## src/rtl/step_ctrl_pkg.sv

```systemverilog
// step_ctrl_pkg
// Shared definitions for the step/ramp controller slice:
//   state_t      - controller FSM states
//   DEF_*        - default parameter values used by step_ramp_controller
//                  and period_ramp
package step_ctrl_pkg;

    typedef enum logic [1:0] {
        IDLE      = 2'd0,
        RUN_CONT  = 2'd1,
        RUN_COUNT = 2'd2
    } state_t;

    localparam int unsigned DEF_CNT_W        = 24;
    localparam int unsigned DEF_SPEED_W      = 4;
    localparam int unsigned DEF_STEP_W       = 16;
    localparam int unsigned DEF_BASE_PERIOD  = 1_000_000;
    localparam int unsigned DEF_SPEED_DELTA  = 60_000;
    localparam int unsigned DEF_START_PERIOD = 2_000_000;
    localparam int unsigned DEF_RAMP_DELTA   = 50_000;

endpackage

```

## src/rtl/period_ramp.sv

```systemverilog
// period_ramp
// Computes the target step period from the speed index and step size, and
// holds the current (ramped) step period.
//   clk, rst    - clock, asynchronous active-high reset
//   load        - entry into a run state: current period <= START_PERIOD
//   advance     - a step interval just completed: move period toward target
//   speed       - speed index, larger is faster
//   half_step   - 1 halves the target period
//   period      - current period in clocks, used for the next interval
module period_ramp
    import step_ctrl_pkg::*;
#(
    parameter int unsigned CNT_W        = DEF_CNT_W,
    parameter int unsigned SPEED_W      = DEF_SPEED_W,
    parameter int unsigned BASE_PERIOD  = DEF_BASE_PERIOD,
    parameter int unsigned SPEED_DELTA  = DEF_SPEED_DELTA,
    parameter int unsigned START_PERIOD = DEF_START_PERIOD,
    parameter int unsigned RAMP_DELTA   = DEF_RAMP_DELTA
) (
    input  logic               clk,
    input  logic               rst,
    input  logic               load,
    input  logic               advance,
    input  logic [SPEED_W-1:0] speed,
    input  logic               half_step,
    output logic [CNT_W-1:0]   period
);

    localparam logic [CNT_W-1:0] START    = CNT_W'(START_PERIOD);
    localparam logic [CNT_W-1:0] RAMP     = CNT_W'(RAMP_DELTA);
    localparam logic [CNT_W-1:0] MIN_PER  = CNT_W'(2);

    logic [31:0]      reduction;
    logic [31:0]      raw;
    logic [CNT_W-1:0] full;
    logic [CNT_W-1:0] scaled;
    logic [CNT_W-1:0] target;

    // Target is re-evaluated every cycle; a reduction larger than the base
    // saturates at zero and is then lifted by the minimum clamp.
    always_comb begin
        reduction = 32'(speed) * SPEED_DELTA;
        raw       = (reduction >= BASE_PERIOD) ? '0 : (BASE_PERIOD - reduction);
        full      = CNT_W'(raw);
        scaled    = half_step ? (full >> 1) : full;
        target    = (scaled < MIN_PER) ? MIN_PER : scaled;
    end

    always_ff @(posedge clk or posedge rst) begin
        if (rst) begin
            period <= START;
        end else if (load) begin
            period <= START;
        end else if (advance) begin
            if (period > target) begin
                period <= ((period - target) > RAMP) ? (period - RAMP) : target;
            end else if (period < target) begin
                period <= ((target - period) > RAMP) ? (period + RAMP) : target;
            end
        end
    end

endmodule

```

## src/rtl/step_ramp_controller.sv

```systemverilog
// step_ramp_controller
// Stepper pulse generator with continuous and counted moves and a period
// ramp limiting the change of step period per emitted step.
//   clk, rst          - clock, asynchronous active-high reset
//   enable            - run permission; low aborts any motion
//   operationModeKey  - 1 continuous, 0 counted move
//   stepSizeKey       - 0 full step, 1 half step
//   startKey          - single-cycle request for a counted move
//   speedValue        - speed index, larger is faster
//   moveSteps         - full-step count of a counted move
//   stepOut           - one-cycle step pulse
//   busy              - high in RUN_CONT / RUN_COUNT
//   doneOut           - one-cycle pulse at normal end of a counted move
//   stepsRemaining    - steps left in the current counted move
module step_ramp_controller
    import step_ctrl_pkg::*;
#(
    parameter int unsigned CNT_W        = DEF_CNT_W,
    parameter int unsigned SPEED_W      = DEF_SPEED_W,
    parameter int unsigned STEP_W       = DEF_STEP_W,
    parameter int unsigned BASE_PERIOD  = DEF_BASE_PERIOD,
    parameter int unsigned SPEED_DELTA  = DEF_SPEED_DELTA,
    parameter int unsigned START_PERIOD = DEF_START_PERIOD,
    parameter int unsigned RAMP_DELTA   = DEF_RAMP_DELTA
) (
    input  logic               clk,
    input  logic               rst,
    input  logic               enable,
    input  logic               operationModeKey,
    input  logic               stepSizeKey,
    input  logic               startKey,
    input  logic [SPEED_W-1:0] speedValue,
    input  logic [STEP_W-1:0]  moveSteps,
    output logic               stepOut,
    output logic               busy,
    output logic               doneOut,
    output logic [STEP_W:0]    stepsRemaining
);

    localparam int unsigned REM_W = STEP_W + 1;

    state_t           state;
    logic [CNT_W-1:0] cnt;
    logic [CNT_W-1:0] period;
    logic             wrap;
    logic             go_cont;
    logic             go_count;
    logic             load;
    logic             advance;
    logic [REM_W-1:0] load_count;

    always_comb begin
        wrap       = (cnt == (period - CNT_W'(1)));
        go_cont    = enable & operationModeKey;
        go_count   = enable & ~operationModeKey & startKey & (|moveSteps);
        load       = (state == IDLE) & (go_cont | go_count);
        load_count = stepSizeKey ? {moveSteps, 1'b0} : {1'b0, moveSteps};
        advance    = 1'b0;
        case (state)
            RUN_CONT:  advance = wrap & enable & operationModeKey;
            RUN_COUNT: advance = wrap & enable;
            default:   advance = 1'b0;
        endcase
    end

    period_ramp #(
        .CNT_W        (CNT_W),
        .SPEED_W      (SPEED_W),
        .BASE_PERIOD  (BASE_PERIOD),
        .SPEED_DELTA  (SPEED_DELTA),
        .START_PERIOD (START_PERIOD),
        .RAMP_DELTA   (RAMP_DELTA)
    ) u_ramp (
        .clk       (clk),
        .rst       (rst),
        .load      (load),
        .advance   (advance),
        .speed     (speedValue),
        .half_step (stepSizeKey),
        .period    (period)
    );

    // stepOut is registered from the wrap cycle, so the first pulse lands
    // START_PERIOD cycles after busy rises. The step count is consumed on the
    // cycle stepOut is high, which puts doneOut one cycle after the last pulse.
    always_ff @(posedge clk or posedge rst) begin
        if (rst) begin
            state          <= IDLE;
            cnt            <= '0;
            stepOut        <= 1'b0;
            busy           <= 1'b0;
            doneOut        <= 1'b0;
            stepsRemaining <= '0;
        end else begin
            stepOut <= 1'b0;
            doneOut <= 1'b0;
            case (state)
                IDLE: begin
                    cnt <= '0;
                    if (go_cont) begin
                        state <= RUN_CONT;
                        busy  <= 1'b1;
                    end else if (go_count) begin
                        state          <= RUN_COUNT;
                        busy           <= 1'b1;
                        stepsRemaining <= load_count;
                    end
                end
                RUN_CONT: begin
                    if (!(enable && operationModeKey)) begin
                        state <= IDLE;
                        busy  <= 1'b0;
                        cnt   <= '0;
                    end else begin
                        cnt     <= wrap ? '0 : (cnt + CNT_W'(1));
                        stepOut <= wrap;
                    end
                end
                RUN_COUNT: begin
                    if (!enable) begin
                        state          <= IDLE;
                        busy           <= 1'b0;
                        cnt            <= '0;
                        stepsRemaining <= '0;
                    end else if (stepOut && (stepsRemaining == REM_W'(1))) begin
                        state          <= IDLE;
                        busy           <= 1'b0;
                        cnt            <= '0;
                        stepsRemaining <= '0;
                        doneOut        <= 1'b1;
                    end else begin
                        if (stepOut) begin
                            stepsRemaining <= stepsRemaining - REM_W'(1);
                        end
                        cnt     <= wrap ? '0 : (cnt + CNT_W'(1));
                        stepOut <= wrap;
                    end
                end
                default: begin
                    state          <= IDLE;
                    busy           <= 1'b0;
                    cnt            <= '0;
                    stepsRemaining <= '0;
                end
            endcase
        end
    end

endmodule

```

## config.mk

```make
export PLATFORM = sky130hd
export DESIGN_NAME = step_ramp_controller
export DESIGN_NICKNAME = d
export VERILOG_FILES = /design/src/rtl/step_ctrl_pkg.sv /design/src/rtl/period_ramp.sv /design/src/rtl/step_ramp_controller.sv
export SDC_FILE = /design/constraint.sdc
export NUM_CORES = 1
export LEC_CHECK = 0
export BUFFER_PORTS_ARGS = -buffer_cell sky130_fd_sc_hd__buf_2
export CELL_PAD_IN_SITES_DETAIL_PLACEMENT = 2
export CELL_PAD_IN_SITES_GLOBAL_PLACEMENT = 2
export CORE_MARGIN = 5
export CORE_UTILIZATION = 41
export DETAILED_ROUTE_END_ITERATION = 8
export GPL_TIMING_DRIVEN = 0
export PLACE_DENSITY = 0.86
export SLEW_MARGIN = 30
export SYNTH_ARGS = -nofsm -noshare
export SYNTH_HDL_FRONTEND = slang
export SYNTH_SLANG_ARGS = --single-unit
```

## constraint.sdc

```tcl
create_clock -name clk -period 7.8 [get_ports clk]
set_clock_uncertainty 0.1 [all_clocks]
set_input_delay 0.78 -clock clk [delete_from_list [all_inputs] [get_ports clk]]
set_output_delay 0.78 -clock clk [all_outputs]
set_load 0.005 [all_outputs]
```

* After elaboration in Yosys (flattened, before gate mapping)
Index checks and enable logic that the tools add are counted. W data, S select, Z words.
Storage, ports and cells: output and inout bits 20, input bits 26, register bits 70, word-level logic and storage cells 92
Cells by class: equality and inequality tests 10, multiplexer cells 41, reductions and logical operators 9, magnitude comparators 6, bitwise operators 10, $mul 1, add/subtract/negate cells 8
Operators with widths (number):
- $mux W24 | 13
- $mux W17 | 6
- $pmux W17 S3 | 1
- $gt A24 B16 Y1 const B | 2
- $pmux W24 S2 | 1
- $sub A24 B24 Y24 | 2
- $add A24 B1 Y24 const B | 1
- $add A24 B16 Y24 const B | 1
- $eq A24 B24 Y1 | 1
- $gt A24 B24 Y1 | 1
- $lt A24 B2 Y1 const B | 1
- $lt A24 B24 Y1 | 1
- $sub A24 B1 Y24 const B | 1
- $sub A24 B16 Y24 const B | 1
- $sub A20 B20 Y21 const A | 1
- $ge A20 B20 Y1 const B | 1
- $eq A17 B1 Y1 const B | 1
- $sub A17 B1 Y17 const B | 1
- $reduce_or A16 Y1 | 1
- $mul A4 B11 Y15 const B | 1
- $mux W1 | 11
- $mux W2 | 5
- $and A1 B1 Y1 | 7
- $ne A2 B2 Y1 const B | 3
- other kinds (16) | 20

* Logic depth before layout (Yosys ltp)
word-level depth 13, gate-level depth with buffers 36

* By module
From an unflattened synthesis, not the netlist that was laid out.
Second synthesis, totals: cell total of the unflattened synthesis 1300, area total of the unflattened synthesis 9970.8 sq um
By module, submodules not included:
- period_ramp | instances 1, cells an instance 881, area an instance 6307.3 sq um, sequential area each 534.3 sq um
- step_ramp_controller | instances 1, cells an instance 419, area an instance 3663.5 sq um, sequential area each 1151.1 sq um

* Worst setup path before layout
Ideal clock, no wire load.
kind input -> register, from input speedValue[1], to register u_ramp.period[13], stages 32, data required time 7568 ps, arrival time 7693 ps, setup slack -125 ps, path through ha_1 xor2_1 ha_1 ha_1 a21o_1 a21oi_1 nand3b_1 or4_1 nand4_1 o211a_2 buf_4 a21oi_1 nor4_1 nand4_1 or4_1 nor4_2 ha_1 nor2b_1 o21a_1 o21a_1 o21ai_1 nand2_1 a211oi_1 o21ai_0 xnor2_1 o2111ai_1 nor4_2 clkbuf_1 clkbuf_1 o21ai_0 a22oi_1 o21ai_1
On the way: cells in the longest elaborated chain, start to end 13
RTL lines:
- start, declared | line step_ramp_controller.sv:32 | input logic [SPEED_W-1:0] speedValue,
- $mul A4 B11 Y15 * | line period_ramp.sv:42 | reduction = 32'(speed) * SPEED_DELTA;
- $sub A20 B20 Y21 or $ge A20 B20 Y1 (tied branches) | line period_ramp.sv:43 | raw = (reduction >= BASE_PERIOD) ? '0 : (BASE_PERIOD - reduction);
- $mux W24 * | line period_ramp.sv:43
- $mux W24 * | line period_ramp.sv:45 | scaled = half_step ? (full >> 1) : full;
- $lt A24 B2 Y1 | line period_ramp.sv:46 | target = (scaled < MIN_PER) ? MIN_PER : scaled;
- $mux W24 * | line period_ramp.sv:46
- $sub A24 B24 Y24 | line period_ramp.sv:58 | period <= ((target - period) > RAMP) ? (period + RAMP) : target;
- $gt A24 B16 Y1 | line period_ramp.sv:58
- $mux W24 | line period_ramp.sv:58
- $mux W24 | line period_ramp.sv:57 | end else if (period < target) begin
- $mux W24 | line period_ramp.sv:55 | if (period > target) begin
- $mux W24 | line period_ramp.sv:54 | end else if (advance) begin
- $mux W24 | line period_ramp.sv:52 | end else if (load) begin
- end signal, assigned | line period_ramp.sv:56 | period <= ((period - target) > RAMP) ? (period - RAMP) : target;
- end signal, assigned | line period_ramp.sv:58
- end, declared | line period_ramp.sv:26 | output logic [CNT_W-1:0] period
Mark *: on every way between the ends. The rest lies on a longest branch, timed or not. The select of a mux whose other input is x is not followed. A chain may end at the register's enable or synchronous reset.

* Worst setup path after layout
from input speedValue[3], to register u_ramp.period[18]
The elaborated chain is that of the path after synthesis.

==> results.yml <==
run_status:
  outcome: "finished with violations"
  failed_checks: "setup timing"
finish:
  n_fill_cell: 2380
  nNetsFinal: 1467
  seqCellArea_sq_um: 1685
  fin_area_sq_um: 11620
  final_util_pct: 52.92
  final_common_cell: "nor2_1"
  mostFrequentLayoutCells: "nor2_1, nand2_1, a21oi_1, buf_4, xnor2_1"
  drive_gt1_share_pct: 23.99
  multi_input_area_sq_um: 7714
  synthToLayoutAreaGrowth_pct: 26.27
die:
  ios: 46
  row_count: 54
  initial_core_util_pct: 41.91
  core-area_sq_um: 21960
  die_h_um: 159.8
  dieArea_sq_um: 25540
  die_w_um: 159.8
place:
  gp_congestion: 0.9017
  dpl_worst_slack_ns: -2.580
  place_hpwl_um: 29950
  placed_area_sq_um: 9812
  io_buffers: 44
power_and_ir_drop:
  power.leakage_nw: 4.912
  peakVddDrop_uv: 176.7
  power.density_nw_per_um2: 271.1
synthesis:
  synth_top_flop_cell: "dfrtp_1"
  syn_nets: 1333
  syn-instance-count: 1230
  synth_edf_count: 0
  ys_async_sr_fraction_pct: 100.0
  syn_avg_cell_area_sq_um: 7.482
  synth_area_sq_um: 9203
  synth-seq-cells: 67
  yosysWarningCount: 0
  synth_cell_type_count: 88
  synth_top_area_share_pct: 16.32
  synth_largest_area_cell: "dfrtp_1"
  synthTopCellsByArea: "dfrtp_1, ha_1, xnor2_1"
  seq_area_frac_synth_pct: 18.31
sta:
  final.setup.tns_ns: -13.77
  hold_viol: 0
  fin_crit_sh_pct: 110.2
  setup_viol: 21
  maxSlewHeadroom_pct: 28.35
  layout_setup_ws_ns: -0.7920
  rsz0062_at_grt: "true"
  report.final.slew_viol_count: 0
  min_period_ns: 8.592
  worst_pin_slew_ns: 1.065
  timing.fmax_ghz: 0.1164
clocking:
  clockBufferDepth: 2
  insertion_delay_ns: 0.38
  cts-root-buf: "clkbuf_16"
  cts_inserted_buffers: 9
  clock-sinks: 67
  cts.clk_slew.worst_paths_ns: 0.08
  cts_tree: "built"
  htree_levels: 3
grt:
  grt_pass1_wl_um: 77220
  grt_pass1_vias: 12170
  grt_max_degree: 39
  antenna_found_initial: 1
  overflow: 0
  grt_use_total_pct: 38.25
setup_path:
  cp_data_required_time_ns: 8.01
  end_kind: "register"
  path_max_fanout: 7
  reg2reg_depth: 16
  slowest_delay_ns: 0.58
  crit_path_frequent_cell: "buf_4"
  worst-setup-path-type: "input pin to register"
  crit_arrival_ns: 8.80
  cp_slowest_cell: "or4_1"
  startpoint_type: "input pin"
drt:
  drcViolationCount: 0
  drtIter0Drc: 1415
  dr.pass1.iters: 5
  antenna_left: 0
  via_count: 12280
  wl_per_cell_um: 37.53
  wirelength_um: 61850
  vias_per_cell: 7.451
worst_hold_path:
  holdCritPathClass: "input pin to asynchronous set/reset pin"
run:
  maxCapViolations: 0
==> cells by family after synthesis <==
kind of cell,count (synthesis),synth area share (%)
buffers and inverters,140,6.132
AOI/OAI and AO/OA,353,25.06
DFF,67,18.31
and+or+nand+nor,434,23.60
adders and majority gates,77,10.71
muxes,35,4.065
xor gates and xnor gates,124,12.11
==> sequential cells by signal, summed over array words and instances (netlist names) <==
register        count
busy                1
cnt                24
doneOut             1
state               2
stepOut             1
stepsRemaining     17
u_ramp.period      21
==> cells in the mapped netlist, types with 4 or more instances <==
library cell and n:
o211ai_1 13, and4_1 5, o21a_1 8, nor2b_1 12, or3_1 10, inv_1 69, a22oi_1 18, dfstp_2 7
a31oi_1 15, ha_1 74, nand3b_1 5, a32oi_1 5, a211oi_1 8, a21oi_1 84, o21ai_1 14, o21bai_1 4
mux2i_1 16, o31ai_1 15, nor4_1 20, o21ai_0 87, or2_2 7, a311oi_1 5, nor3_1 32, nand3_1 56
nand4_1 21, xnor2_1 68, dfrtp_1 60, nand2_1 95, mux2_2 19, clkbuf_1 55, buf_2 7, xor2_1 53
nand2b_1 12, nor2_1 108, a21o_1 26, and2_1 9, and3_1 19
==> metal layers <==
metal,vias to the layer above,global-route usage (%),share of wire (%)
met3,405,4.588,8.5
met5,-,0,0
met2,983,64.01,46
met4,0,22.06,8.8
li1,4687,-,-
met1,6204,47.64,37
==> worst max-delay path: cells and delay by family <==
kind / cells / cell delay (ns)
simple gates: 11 / 2.70
compound gates: 13 / 2.67
fa+ha+maj: 4 / 1.36
buf+inv: 9 / 1.27
==> through the flow <==
step / hold slack [ns] / power, mW / instances
2_1_floorplan: 0.3683 / 1.501 / 1230
3_3_place_gp: 0.3931 / 1.900 / 1554
3_5_place_dp: 0.3923 / 1.983 / 1555
4_1_cts: 0.3939 / 2.576 / 1601
5_1_grt: 0.3868 / 3.213 / 1648
6_report: 0.3505 / 3.150 / 1648
==> power by group <==
part	switching [mW]	total [mW]	internal [mW]
clock	0.190	0.442	0.253
sequential	0.0620	0.450	0.388
combinational	1.51	2.26	0.744
total	1.77	3.15	1.38
==> what timing repair did <==
action                     in CTS  in global routing
setup endpoints to repair      21                 21
cloned                          0                  2
buffers inserted               35                 44
resized for setup              78                135
hold buffers                    0                  0
pin swaps                      27                 61
==> final cells by class <==
cell class | instances | area share, %
Antenna cell | 1 | 0.02154
Buffer | 67 | 3.252
Clock buffer | 11 | 2.089
Clock inverter | 3 | 0.3446
Inverter | 70 | 2.358
Multi-Input combinational cell | 1023 | 66.38
Sequential cell | 67 | 14.50
Tap cell | 280 | 3.015
Timing Repair Buffer | 126 | 8.033
==> final timing paths <==
path	from	endpoint	slack [ns]
min in group clk	cnt[0]	cnt[0]	0.46
max in group asynchronous	rst	u_ramp.period[10]	6.59
worst min register to register	cnt[0]	cnt[0]	0.46
worst min-delay path	rst	u_ramp.period[16]	0.35
worst max register to register	u_ramp.period[4]	u_ramp.period[5]	1.67
worst max-delay path	speedValue[3]	u_ramp.period[18]	-0.79
(Power assumes the default switching activity.)
